### src/rtl/ysyx_25030077_pc_pkg.sv
// Shared next-PC type codes, FSM states and immediate extraction for the pc_gen slice.
package ysyx_25030077_pc_pkg;

    localparam logic [3:0] PC_TYPE_SNPC    = 4'd0;
    localparam logic [3:0] PC_TYPE_JAL     = 4'd1;
    localparam logic [3:0] PC_TYPE_JALR    = 4'd2;
    localparam logic [3:0] PC_TYPE_UNKNOWN = 4'd3;
    localparam logic [3:0] PC_TYPE_HALT    = 4'd4;
    localparam logic [3:0] PC_TYPE_BNE     = 4'd5;
    localparam logic [3:0] PC_TYPE_BEQ     = 4'd6;
    localparam logic [3:0] PC_TYPE_BGE     = 4'd7;
    localparam logic [3:0] PC_TYPE_BGEU    = 4'd8;
    localparam logic [3:0] PC_TYPE_BLT     = 4'd9;
    localparam logic [3:0] PC_TYPE_BLTU    = 4'd10;
    localparam logic [3:0] PC_TYPE_TRAP    = 4'd11;
    localparam logic [3:0] PC_TYPE_MRET    = 4'd12;

    typedef enum logic [1:0] {
        S_FETCH = 2'd0,
        S_EXEC  = 2'd1,
        S_HALT  = 2'd2
    } pc_state_e;

    function automatic logic signed [31:0] imm_b(input logic [31:0] instr);
        return 32'($signed({instr[31], instr[7], instr[30:25], instr[11:8], 1'b0}));
    endfunction

    function automatic logic signed [31:0] imm_j(input logic [31:0] instr);
        return 32'($signed({instr[31], instr[19:12], instr[20], instr[30:21], 1'b0}));
    endfunction

    function automatic logic signed [31:0] imm_i(input logic [31:0] instr);
        return 32'($signed(instr[31:20]));
    endfunction

endpackage

### src/rtl/ysyx_25030077_pc_target.sv
// Combinational branch compare and next-PC target mux; no state.
module ysyx_25030077_pc_target
    import ysyx_25030077_pc_pkg::*;
#(
    parameter int XLEN   = 32,
    parameter int TYPE_W = 4
) (
    input  logic [XLEN-1:0]   pc,
    input  logic [XLEN-1:0]   rs1,
    input  logic [XLEN-1:0]   rs2,
    input  logic [31:0]       instr,
    input  logic [TYPE_W-1:0] next_type,
    output logic [XLEN-1:0]   target,
    output logic              ctrl_xfer
);

    logic [XLEN-1:0] snpc;
    logic [XLEN-1:0] imm_b_x;
    logic [XLEN-1:0] imm_j_x;
    logic [XLEN-1:0] imm_i_x;
    logic            eq;
    logic            lt_s;
    logic            lt_u;
    logic            is_branch;
    logic            taken;
    logic            unused_opcode;

    assign unused_opcode = ^instr[6:0];

    always_comb begin
        snpc    = pc + XLEN'(4);
        imm_b_x = XLEN'(imm_b(instr));
        imm_j_x = XLEN'(imm_j(instr));
        imm_i_x = XLEN'(imm_i(instr));
        eq      = (rs1 == rs2);
        lt_s    = ($signed(rs1) < $signed(rs2));
        lt_u    = (rs1 < rs2);

        is_branch = 1'b1;
        taken     = 1'b0;
        case (next_type)
            TYPE_W'(PC_TYPE_BEQ):  taken = eq;
            TYPE_W'(PC_TYPE_BNE):  taken = !eq;
            TYPE_W'(PC_TYPE_BGE):  taken = !lt_s;
            TYPE_W'(PC_TYPE_BGEU): taken = !lt_u;
            TYPE_W'(PC_TYPE_BLT):  taken = lt_s;
            TYPE_W'(PC_TYPE_BLTU): taken = lt_u;
            default:               is_branch = 1'b0;
        endcase

        ctrl_xfer = 1'b0;
        target    = snpc;
        if (is_branch) begin
            ctrl_xfer = taken;
            if (taken) begin
                target = pc + imm_b_x;
            end
        end else begin
            case (next_type)
                TYPE_W'(PC_TYPE_JAL): begin
                    target    = pc + imm_j_x;
                    ctrl_xfer = 1'b1;
                end
                TYPE_W'(PC_TYPE_JALR): begin
                    target    = (rs1 + imm_i_x) & ~XLEN'(1);
                    ctrl_xfer = 1'b1;
                end
                TYPE_W'(PC_TYPE_HALT): target = pc;
                TYPE_W'(PC_TYPE_TRAP),
                TYPE_W'(PC_TYPE_MRET): target = rs1;
                default:               target = snpc;
            endcase
        end
    end

endmodule

### src/rtl/ysyx_25030077_pc_gen.sv
// Next-PC generator: fetch/exec handshake FSM, PC/dnpc registers, retire counter.
// Define YSYX_PC_MISALIGN_EN to trap misaligned jump/branch targets to io_trap_vec.
module ysyx_25030077_pc_gen
    import ysyx_25030077_pc_pkg::*;
#(
    parameter int              XLEN     = 32,
    parameter int              TYPE_W   = 4,
    parameter int              CNT_W    = 32,
    parameter logic [XLEN-1:0] RESET_PC = 32'h8000_0000
) (
    input  logic              clock,
    input  logic              reset,
    output logic              io_fetch_valid,
    input  logic              io_fetch_ready,
    output logic [XLEN-1:0]   io_fetch_pc,
    input  logic              io_exec_valid,
    output logic              io_exec_ready,
    input  logic [XLEN-1:0]   io_rs1_data,
    input  logic [XLEN-1:0]   io_rs2_data,
    input  logic [31:0]       io_instruction,
    input  logic [TYPE_W-1:0] io_pc_next_type,
    input  logic [XLEN-1:0]   io_trap_vec,
    output logic [XLEN-1:0]   io_dnpc,
    output logic              io_retire,
    output logic [CNT_W-1:0]  io_retire_cnt,
    output logic              io_misalign,
    output logic              io_halted,
    output logic              io_unknown_instr
);

    pc_state_e       state_q, state_d;
    logic [XLEN-1:0] pc_q, pc_d;
    logic [XLEN-1:0] dnpc_q, dnpc_d;
    logic [CNT_W-1:0] cnt_q, cnt_d;
    logic            fetch_valid_q, fetch_valid_d;
    logic            exec_ready_q, exec_ready_d;
    logic            halted_q, halted_d;
    logic            retire_q, retire_d;
    logic            misalign_q, misalign_d;
    logic            unknown_q, unknown_d;
    logic [XLEN-1:0] target;
    logic            ctrl_xfer;

    ysyx_25030077_pc_target #(
        .XLEN   (XLEN),
        .TYPE_W (TYPE_W)
    ) u_target (
        .pc        (pc_q),
        .rs1       (io_rs1_data),
        .rs2       (io_rs2_data),
        .instr     (io_instruction),
        .next_type (io_pc_next_type),
        .target    (target),
        .ctrl_xfer (ctrl_xfer)
    );

`ifndef YSYX_PC_MISALIGN_EN
    logic unused_trap_vec;
    assign unused_trap_vec = ^{io_trap_vec, ctrl_xfer};
`endif

    always_comb begin
        state_d    = state_q;
        pc_d       = pc_q;
        dnpc_d     = dnpc_q;
        cnt_d      = cnt_q;
        retire_d   = 1'b0;
        misalign_d = 1'b0;
        unknown_d  = unknown_q;
        case (state_q)
            S_FETCH: if (io_fetch_ready) state_d = S_EXEC;
            S_EXEC: begin
                if (io_exec_valid) begin
                    if (io_pc_next_type == TYPE_W'(PC_TYPE_UNKNOWN)) begin
                        unknown_d = 1'b1;
                        state_d   = S_HALT;
`ifdef YSYX_PC_MISALIGN_EN
                    end else if (ctrl_xfer && (target[1:0] != 2'b00)) begin
                        pc_d       = io_trap_vec;
                        misalign_d = 1'b1;
                        state_d    = S_FETCH;
`endif
                    end else begin
                        pc_d     = target;
                        dnpc_d   = target;
                        cnt_d    = cnt_q + CNT_W'(1);
                        retire_d = 1'b1;
                        state_d  = (io_pc_next_type == TYPE_W'(PC_TYPE_HALT)) ? S_HALT : S_FETCH;
                    end
                end
            end
            default: state_d = S_HALT;
        endcase
        // Handshake/status outputs are registered copies of the next state.
        fetch_valid_d = (state_d == S_FETCH);
        exec_ready_d  = (state_d == S_EXEC);
        halted_d      = (state_d == S_HALT);
    end

    always_ff @(posedge clock) begin
        if (reset) begin
            state_q       <= S_FETCH;
            pc_q          <= RESET_PC;
            dnpc_q        <= RESET_PC;
            cnt_q         <= '0;
            fetch_valid_q <= 1'b1;
            exec_ready_q  <= 1'b0;
            halted_q      <= 1'b0;
            retire_q      <= 1'b0;
            misalign_q    <= 1'b0;
            unknown_q     <= 1'b0;
        end else begin
            state_q       <= state_d;
            pc_q          <= pc_d;
            dnpc_q        <= dnpc_d;
            cnt_q         <= cnt_d;
            fetch_valid_q <= fetch_valid_d;
            exec_ready_q  <= exec_ready_d;
            halted_q      <= halted_d;
            retire_q      <= retire_d;
            misalign_q    <= misalign_d;
            unknown_q     <= unknown_d;
        end
    end

    assign io_fetch_valid   = fetch_valid_q;
    assign io_fetch_pc      = pc_q;
    assign io_exec_ready    = exec_ready_q;
    assign io_dnpc          = dnpc_q;
    assign io_retire        = retire_q;
    assign io_retire_cnt    = cnt_q;
    assign io_misalign      = misalign_q;
    assign io_halted        = halted_q;
    assign io_unknown_instr = unknown_q;

endmodule

### config.mk
export PLATFORM = sky130hd
export DESIGN_NAME = ysyx_25030077_pc_gen
export DESIGN_NICKNAME = d
export VERILOG_FILES = /design/src/rtl/ysyx_25030077_pc_pkg.sv /design/src/rtl/ysyx_25030077_pc_target.sv /design/src/rtl/ysyx_25030077_pc_gen.sv
export SDC_FILE = /design/constraint.sdc
export NUM_CORES = 1
export LEC_CHECK = 0
export CAP_MARGIN = 10
export CORE_ASPECT_RATIO = 1.4
export CORE_MARGIN = 4
export CORE_UTILIZATION = 52
export CTS_CLUSTER_DIAMETER = 60
export DETAILED_ROUTE_END_ITERATION = 8
export GPL_TIMING_DRIVEN = 0
export PLACE_DENSITY_LB_ADDON = 0.3
export SKIP_LAST_GASP = 1
export SYNTH_ARGS = -nofsm -noshare
export SYNTH_HDL_FRONTEND = slang
export SYNTH_SLANG_ARGS = --single-unit
export TNS_END_PERCENT = 50
### constraint.sdc
create_clock -name clock -period 4.14 [get_ports clock]
set_clock_uncertainty 0.2 [all_clocks]
set_input_delay 0.828 -clock clock [delete_from_list [all_inputs] [get_ports clock]]
set_output_delay 0.828 -clock clock [all_outputs]
set_load 0.02 [all_outputs]
==> results of run 1 <==
-- critical path, cell delays in order --
cell and delay [ns]:
clkdlybuf4s50_1 0.51, inv_2 0.07, ha_4 0.27, nand4_4 0.12
nor4_4 0.41, or3b_4 0.47, buf_4 0.17, nand3_2 0.11
mux2_2 0.44, nand3_4 0.16, buf_8 0.18, mux2i_1 0.09
a311oi_1 0.35
-- cell families (layout without fill, tap and decap cells) --
logic type,count (synthesis),count (layout)
and+or+nand+nor,428,428
AOI/OAI and AO/OA,425,425
buffers and inverters,155,374
xor gates and xnor gates,115,115
adders and majority gates,110,110
DFF,71,71
muxes,26,26
other,1,2
-- cells in the mapped netlist, drive strengths merged, types with 10 or more instances --
cell type  instances  share of area, %
nand3             50               2.6
mux2i             20               2.0
xnor2             55               4.9
and2              10              0.64
o21a              11              0.85
buf               42               3.0
a221oi            22               2.2
or3               12              0.77
o21ai             88               4.5
nand2            101               3.9
nand2b            10              0.64
o21bai            19               1.5
a21o              34               2.6
o211ai            11              0.85
a31oi             26               1.7
a211oi            19               1.5
nor2             125               4.8
a21oi            114               5.8
and3              14              0.90
clkbuf            53               2.0
inv               60               2.3
xor2              60               5.4
nand4             35               2.3
dfxtp             71                15
a311oi            16               1.4
ha               107                14
nor3              33               1.7
-- metal layers --
layer  GRT usage, %  wire [um]
met4           22.5       3010
met2           55.5      17300
met1           37.7      13200
met5              0          0
met3           4.95       3080
-- sequential cells by signal, summed over array words and instances (netlist names) --
register / cells
io_dnpc: 32
io_retire: 1
io_exec_ready: 1
io_unknown_instr: 1
io_fetch_valid: 1
io_halted: 1
io_retire_cnt: 32
state_q: 2
-- through the flow --
stage	total power (W)	setup TNS [ns]	instance area, um2
2_1_floorplan	0.00159	0	9770
3_3_place_gp	0.00201	-28.44	12000
3_5_place_dp	0.00203	-18.64	12000
4_1_cts	0.00286	-0.00149	12400
5_1_grt	0.00310	-0.143	12900
6_report	0.00297	0	12900
-- how the worst min path moves through the flow --
| stage | depth (start not counted) | to | slack [ns] | startpoint |
|---|---|---|---|---|
| after global placement | 2 | io_unknown_instr$_SDFFE_PP0P_ | 0.25 | io_unknown_instr$_SDFFE_PP0P_ |
| after detailed placement | 1 | io_exec_ready$_SDFF_PP0_ | 0.27 | state_q[1]$_SDFF_PP0_ |
| after CTS | 1 | io_exec_ready$_SDFF_PP0_ | 0.28 | state_q[1]$_SDFF_PP0_ |
| final | 1 | io_exec_ready$_SDFF_PP0_ | 0.29 | state_q[1]$_SDFF_PP0_ |
| after floorplan | 1 | io_exec_ready$_SDFF_PP0_ | 0.24 | state_q[1]$_SDFF_PP0_ |
| after global routing | 1 | io_exec_ready$_SDFF_PP0_ | 0.30 | state_q[1]$_SDFF_PP0_ |
-- power by group --
part	internal [W]	switching [W]	total, W	leakage [nW]
registers	0.000707	0.0000529	0.000760	0.576
logic	0.000586	0.000798	0.00138	4.55
clock network	0.000473	0.000349	0.000822	0.147
total	0.00177	0.00120	0.00297	5.27
-- cell type report --
| cell class | count | area (um2) | area share [%] |
|---|---|---|---|
| buffer | 95 | 512 | 3.97 |
| multi-input combinational | 1105 | 8070 | 62.6 |
| clock inverter | 7 | 77.6 | 0.602 |
| tap | 244 | 305 | 2.37 |
| sequential | 71 | 1420 | 11.0 |
| timing repair buffer | 203 | 2060 | 16.0 |
| inverter | 60 | 225 | 1.75 |
| antenna | 1 | 2.50 | 0.0194 |
| clock buffer | 9 | 225 | 1.75 |
-- repair_timing --
item,4_1_cts,5_1_grt
setup buffers,3,7
pin swaps,5,17
endpoints found under the hold margin,0,0
resized for setup,34,88
setup endpoints to repair,31,31
==> impl_metrics.env, run 1 <==
export IMPL_status="complete, no violations"
export IMPL_postSynthCellCount=1331
export IMPL_grt_pass1_wl_mm=54.7
export IMPL_drt_total_wl_mm=36.6
export IMPL_rsz0062_at_grt="true"
export IMPL_fin_cells=1795
export IMPL_final_util_pct=69.6
export IMPL_synth_xor_area_share_pct=10.3
export IMPL_slew_viol_final=0
export IMPL_num_io_pins=238
export IMPL_h_tree_depth=3
export IMPL_rr_startpoint="io_dnpc[2]$_SDFFE_PP0P_"
export IMPL_rows=59
export IMPL_power_leakage_nw=5.27
export IMPL_drive_gt1_share_pct=10.3
export IMPL_ys_flop_type="dfxtp_1"
export IMPL_grt_remaining_overflow=0
export IMPL_crit_start="io_rs2_data[28]"
export IMPL_start_kind="primary input"
export IMPL_slew_headroom_pct=13.6
export IMPL_crit_fanout=10
export IMPL_post_drt_wl_per_cell_um=20.4
export IMPL_grt_max_degree=42
export IMPL_r2r_end="io_dnpc[26]$_SDFFE_PP0P_"
export IMPL_die_w_um=124
export IMPL_nFillCells=1528
export IMPL_r2r_slack_ns=0.50
export IMPL_end_kind="flip-flop"
export IMPL_path_clk_slew_ns=0.07
export IMPL_final_common_cell="clkdlybuf4s50_1"
export IMPL_worst_pin_slew_ns=1.30
export IMPL_powerDensity_mw_per_mm2=230
export IMPL_cap_violations=0
export IMPL_ys_seq_area_share_pct=14.5
export IMPL_num_vias=11455
export IMPL_period_needed_ns=4.14
export IMPL_avgSynthCellArea_um2=7.34
export IMPL_antenna_found_initial=1
export IMPL_hp_class="reg -> reg"
export IMPL_post_dp_hpwl_mm=27.8
export IMPL_cp_required_ns=4.19
export IMPL_synthSimpleGateAreaFrac_pct=21.4
export IMPL_netlist_area_mm2=0.00977
export IMPL_async_flop_share_pct=0
export IMPL_critical_path_class="in -> reg"
export IMPL_cts_root_buf="clkbuf_16"
export IMPL_final_hold_violation_count=0
export IMPL_drcViolationCount=0
export IMPL_fp_coreArea_mm2=0.0185
export IMPL_fmax_mhz=242
export IMPL_gp_congestion=0.983
export IMPL_fin_crit_sh_pct=100
export IMPL_port_buffers=193
export IMPL_worst_ir_drop_vdd_v=0.000197
export IMPL_r2r_cells=10
export IMPL_finalSetupViolations=0
export IMPL_grt_util_all_layers_pct=32.9
export IMPL_cts_sinks=71
export IMPL_yosys_warnings=0
export IMPL_cts_tree="yes"
export IMPL_dp_cells=1768
export IMPL_mostFrequentLayoutCells="clkdlybuf4s50_1, nor2_1, a21oi_1"
export IMPL_drt_first_iter_violations=1383
export IMPL_worst_slack_ns=0.0000733
export IMPL_synth_compound_area_share_pct=29.2
export IMPL_synth_seq_cells=71
export IMPL_holdWs_ns=0.286
export IMPL_die_area_mm2=0.0211
export IMPL_ys_types=85
export IMPL_area_delta_synth_final_pct=32.0
export IMPL_ant_nets=0
export IMPL_synth_edf_count=0
export IMPL_drtPass1Iterations=7
export IMPL_start_util_pct=52.7
export IMPL_synthAdderAreaFrac_pct=14.3
export IMPL_fin_nets=1791
export IMPL_synth_fp_nets=1577
export IMPL_crit_path_end="io_dnpc[6]$_SDFFE_PP0P_"
export IMPL_viasPerCell=6.38
export IMPL_crit_arrival_ns=4.19
export IMPL_die_h_um=170
export IMPL_synth_top_family_by_area="compound AO/OA/AOI/OAI gates"
export IMPL_synth_mux_area_share_pct=2.74
export IMPL_numCtsBuffers=9
export IMPL_dp_slack_ns=-0.744
export IMPL_first_global_vias=10819
export IMPL_postCtsHoldBufs=0
export IMPL_cts_max_path_buffers=2
export IMPL_clk_latency_ns=0.36
(Power assumes the default switching activity.)
==> inputs of run 2 (changes only) <==
Settings changed: SKIP_CTS_REPAIR_TIMING set to 1.
==> run 2 against run 1 <==
Against the previous run:
- critical path type unchanged
- count of clock-buffer cells in the layout stayed put
- first-iteration DRC count decreased by 6.1%
- global-route usage is 0.30 points lower
- sequential share of layout area rose by 0.082 points
- critical path depth fell by 1
- utilization is 0.51 points lower
- fmax up 0.47%
- combinational power about the same
- non-clock buffer count stayed put
==> impl_metrics.env, run 2 (synthesized netlist as in run 1, its figures left out) <==
export IMPL_status="complete, no violations"
export IMPL_fin_nets=1791
export IMPL_min_to="io_exec_ready$_SDFF_PP0_"
export IMPL_grt_pass1_wl_mm=54.3
export IMPL_power_leakage_nw=5.30
export IMPL_rr_startpoint="io_dnpc[2]$_SDFFE_PP0P_"
export IMPL_fmax_mhz=243
export IMPL_ant_nets=0
export IMPL_cts_root_buf="clkbuf_16"
export IMPL_swShare_pct=40.2
export IMPL_gp_congestion=0.983
export IMPL_power_w=0.00295
export IMPL_dp_cells=1768
export IMPL_cts_tree="yes"
export IMPL_p_switching_w=0.00118
export IMPL_r2r_end="io_dnpc[26]$_SDFFE_PP0P_"
export IMPL_worst_ir_drop_vdd_v=0.000212
export IMPL_end_kind="flip-flop"
export IMPL_crit_arrival_ns=4.16
export IMPL_antenna_found_initial=1
export IMPL_viasPerCell=6.35
export IMPL_post_dp_hpwl_mm=27.8
export IMPL_die_h_um=170
export IMPL_place_area_mm2=0.0120
export IMPL_drt_first_iter_violations=1298
export IMPL_num_io_pins=238
export IMPL_slew_headroom_pct=18.0
export IMPL_mostFrequentLayoutCells="clkdlybuf4s50_1, nor2_1, a21oi_1"
export IMPL_finalSetupViolations=0
export IMPL_p_comb_share_pct=46.4
export IMPL_fin_tns_setup_ns=0
export IMPL_cts_sinks=71
export IMPL_grt_max_degree=42
export IMPL_min_from="state_q[1]$_SDFF_PP0_"
export IMPL_rsz0062_at_grt="true"
export IMPL_r2r_cells=10
export IMPL_fp_coreArea_mm2=0.0185
export IMPL_h_tree_depth=3
export IMPL_critical_path_class="in -> reg"
export IMPL_cts_max_path_buffers=2
export IMPL_pwr_share_seq_pct=25.8
export IMPL_die_w_um=124
export IMPL_worst_pin_slew_ns=1.23
export IMPL_cp_required_ns=4.18
export IMPL_start_util_pct=52.7
export IMPL_drcViolationCount=0
export IMPL_drive_gt1_share_pct=9.16
export IMPL_die_area_mm2=0.0211
export IMPL_nFillCells=1529
export IMPL_drtPass1Iterations=7
export IMPL_port_buffers=193
export IMPL_slew_viol_final=0
export IMPL_fin_crit_sh_pct=99.5
export IMPL_grt_remaining_overflow=0
export IMPL_post_drt_wl_per_cell_um=20.0
export IMPL_holdPathStages=1
export IMPL_p_int_w=0.00176
export IMPL_area_delta_synth_final_pct=31.0
export IMPL_drt_total_wl_mm=36.0
export IMPL_first_global_vias=10805
export IMPL_period_needed_ns=4.12
export IMPL_num_vias=11398
export IMPL_start_kind="primary input"
export IMPL_final_area_mm2=0.0128
export IMPL_final_common_cell="clkdlybuf4s50_1"
export IMPL_final_hold_violation_count=0
export IMPL_clk_latency_ns=0.36
export IMPL_grt_util_all_layers_pct=32.6
export IMPL_r2r_slack_ns=0.49
export IMPL_cap_violations=0
export IMPL_final_util_pct=69.1
export IMPL_powerDensity_mw_per_mm2=230
export IMPL_path_clk_slew_ns=0.07
export IMPL_numCtsBuffers=9
export IMPL_fin_cells=1795
export IMPL_crit_fanout=10
export IMPL_power_frac_clock_pct=27.8
export IMPL_hp_class="reg -> reg"
export IMPL_rows=59
==> run 2: worst max-delay path by stage <==
stage                            start                        to  slack, ns  cells after the start
global placement    io_instruction[31]  io_dnpc[29]$_SDFFE_PP0P_      -1.47                     11
CTS                    io_rs1_data[31]  io_dnpc[22]$_SDFFE_PP0P_      -0.43                     11
floorplan              io_rs2_data[31]  io_dnpc[22]$_SDFFE_PP0P_       0.41                     10
detailed placement     io_rs1_data[31]  io_dnpc[22]$_SDFFE_PP0P_      -0.74                     11
global route        io_instruction[20]  io_dnpc[22]$_SDFFE_PP0P_      -0.06                     12
finish                 io_rs1_data[11]   io_dnpc[6]$_SDFFE_PP0P_       0.02                     12
==> run 2: critical path: stages <==
cell and delay [ns]:
clkdlybuf4s50_1 0.56, ha_1 0.40, nand4_1 0.22, inv_1 0.12, a221oi_2 0.07, or3b_4 0.45
and4_4 0.22, o41a_4 0.49, nand3_4 0.16, buf_8 0.17, mux2i_1 0.09, a311oi_1 0.36
==> run 2: final cells by class <==
cell class / instances / area, um2 / share of cell area (%)
clock inverter: 7 / 77.6 / 0.606
timing repair buffer: 203 / 2090 / 16.4
tap: 244 / 305 / 2.38
sequential: 71 / 1420 / 11.1
multi-input combinational: 1105 / 7940 / 62.0
antenna: 1 / 2.50 / 0.0195
clock buffer: 9 / 225 / 1.76
buffer: 95 / 508 / 3.97
inverter: 60 / 225 / 1.76
==> run 2: power groups by stage <==
stage	sequential [W]	clock [W]	combinational (W)
floorplan	0.000783	0	0.000802
global placement	0.000772	0	0.00124
detailed placement	0.000773	0	0.00126
CTS	0.000758	0.000819	0.00127
global route	0.000763	0.000852	0.00147
finish	0.000760	0.000820	0.00137
==> run 2: through the flow <==
| stage | setup slack, ns | hold slack [ns] |
|---|---|---|
| floorplan | 0.409 | 0.241 |
| global placement | -1.47 | 0.249 |
| detailed placement | -0.744 | 0.268 |
| CTS | -0.431 | 0.279 |
| global route | -0.0612 | 0.303 |
| finish | 0.0193 | 0.282 |
==> run 2: metal layers <==
layer  vias up  GRT usage, %  wire length (um)
met5         -             0                 0
met4         0          22.7              2970
met3       208          5.09              2730
met2       655          54.7             17100
met1      5199          37.3             13100
li1       5336             -                 -
==> inputs of run 3 (changes only) <==
Settings changed: CORE_ASPECT_RATIO 1.4 to 2.
==> run 3 against run 2 <==
Against the previous run:
- die area increased by 0.48%
- combinational power grew 4%
- power up 7.0%
- via count grew 2.3%
- setup slack worse by 0.054 ns
- flip-flop and latch count is the same
- wire length grew 12%
- first-iteration DRC count fell by 34%
- utilization is 0.92 points higher
- cell count shrank 1.4%
- fmax down 1.3%
- count of clock-buffer cells in the layout stayed put
- the flow now finishes with violations (negative setup slack)
==> impl_metrics.env, run 3 (synthesized netlist as in run 1, its figures left out) <==
export IMPL_status="finished, violations left"
export IMPL_violations="negative setup slack"
export IMPL_p_int_w=0.00194
export IMPL_rsz0062_at_grt="true"
export IMPL_final_util_pct=70.0
export IMPL_clk_latency_ns=0.36
export IMPL_swShare_pct=38.4
export IMPL_post_dp_hpwl_mm=31.6
export IMPL_period_needed_ns=4.17
export IMPL_fin_nets=1795
export IMPL_slew_viol_final=0
export IMPL_drtPass1Iterations=9
export IMPL_drt_total_wl_mm=40.1
export IMPL_worst_pin_slew_ns=1.33
export IMPL_p_switching_w=0.00121
export IMPL_die_h_um=202
export IMPL_grt_max_degree=42
export IMPL_port_buffers=193
export IMPL_fin_crit_sh_pct=101
export IMPL_cts_sinks=71
export IMPL_die_area_mm2=0.0212
export IMPL_worst_slack_ns=-0.0346
export IMPL_pwr_share_seq_pct=24.2
export IMPL_fmax_mhz=240
export IMPL_cts_root_buf="clkbuf_16"
export IMPL_crit_arrival_ns=4.22
export IMPL_crit_fanout=9
export IMPL_n_antenna_cell=0
export IMPL_final_hold_violation_count=0
export IMPL_ant_nets=0
export IMPL_hp_class="reg -> reg"
export IMPL_mostFrequentLayoutCells="clkdlybuf4s50_1, nor2_1, a21oi_1"
export IMPL_drt_first_iter_violations=854
export IMPL_powerDensity_mw_per_mm2=245
export IMPL_post_drt_wl_per_cell_um=22.7
export IMPL_numCtsBuffers=9
export IMPL_area_delta_synth_final_pct=31.8
export IMPL_num_vias=11659
export IMPL_finalSetupViolations=1
export IMPL_grt_remaining_overflow=0
export IMPL_power_leakage_nw=5.33
export IMPL_grt_pass1_wl_mm=59.8
export IMPL_start_kind="primary input"
export IMPL_cap_violations=0
export IMPL_slew_headroom_pct=11.2
export IMPL_fin_tns_setup_ns=-0.0346
export IMPL_dp_slack_ns=-0.905
export IMPL_start_util_pct=53.1
export IMPL_power_frac_clock_pct=30.8
export IMPL_fp_coreArea_mm2=0.0184
export IMPL_worst_ir_drop_vdd_v=0.000175
export IMPL_drcViolationCount=0
export IMPL_end_kind="flip-flop"
export IMPL_num_io_pins=238
export IMPL_p_comb_share_pct=45.0
export IMPL_rows=70
export IMPL_cp_required_ns=4.18
export IMPL_cts_tree="yes"
export IMPL_h_tree_depth=3
export IMPL_viasPerCell=6.59
export IMPL_final_common_cell="clkdlybuf4s50_1"
export IMPL_path_clk_slew_ns=0.07
export IMPL_die_w_um=105
export IMPL_first_global_vias=11504
export IMPL_drive_gt1_share_pct=9.40
export IMPL_cts_max_path_buffers=2
export IMPL_gp_congestion=0.989
export IMPL_antenna_found_initial=0
export IMPL_critical_path_class="in -> reg"
export IMPL_grt_util_all_layers_pct=36.0
[run 3: changes by cell type in the layout (fill, tap and decap cells not counted), moves of 5 or more]
cell             previous run  this run
buf_4                      41        46
clkdlybuf4s50_1           168       175
dlymetal6s2s_1             24        17
ha_1                       97       102
inv_1                      54        60
inv_2                       6         0
o21ai_2                     1         6
[run 3: path summary, 6_finish.rpt]
path / end / slack, ns / cells past startpoint / start
worst min register to register: io_unknown_instr$_SDFFE_PP0P_ / 0.29 / 2 / io_unknown_instr$_SDFFE_PP0P_
worst max register to register: io_dnpc[26]$_SDFFE_PP0P_ / 0.39 / 10 / io_dnpc[2]$_SDFFE_PP0P_
worst min-delay path: io_unknown_instr$_SDFFE_PP0P_ / 0.29 / 2 / io_unknown_instr$_SDFFE_PP0P_
worst max-delay path: io_dnpc[1]$_SDFFE_PP0P_ / -0.03 / 12 / io_rs1_data[16]
[run 3: power by group through the flow]
stage          Combinational (W)  Clock (W)  Sequential [W]
2_1_floorplan           0.000802          0        0.000783
5_1_grt                  0.00151   0.000989        0.000765
3_3_place_gp             0.00128          0        0.000775
6_report                 0.00142   0.000972        0.000763
4_1_cts                  0.00130   0.000962        0.000761
3_5_place_dp             0.00130          0        0.000775
[run 3: metal layers]
metal	wire length, um	GRT usage (%)	up-vias	share of wire, %
met4	4670	35.0	0	12
met2	20700	67.2	675	52
li1	-	-	5362	-
met1	12200	32.4	5383	30
met5	0	0	-	0
met3	2570	3.77	239	6.4
[run 3: through the flow]
stage | cell area [um2] | hold WS, ns | total power, W | cells
global placement | 12000 | 0.262 | 0.00205 | 1740
CTS | 12300 | 0.288 | 0.00303 | 1755
finish | 12900 | 0.292 | 0.00315 | 1769
floorplan | 9770 | 0.241 | 0.00159 | 1331
detailed placement | 12000 | 0.275 | 0.00207 | 1740
global route | 12900 | 0.335 | 0.00327 | 1769
[run 3: worst max-delay path, stage by stage]
cell and delay, ns:
clkdlybuf4s50_1 0.53, ha_1 0.34, nand4_1 0.12, nor4_4 0.39, or3b_4 0.47, buf_4 0.16
nand3_2 0.12, mux2i_4 0.42, o41ai_4 0.13, buf_6 0.21, buf_4 0.14, o311a_2 0.35
[run 3: cell type report]
type | count | area, um2
fill | 1572 | 5520
clock inverter | 6 | 134
clock buffer | 9 | 225
inverter | 60 | 225
sequential | 71 | 1420
buffer | 94 | 512
tap | 216 | 270
timing repair buffer | 208 | 2100
multi-input combinational | 1105 | 7990
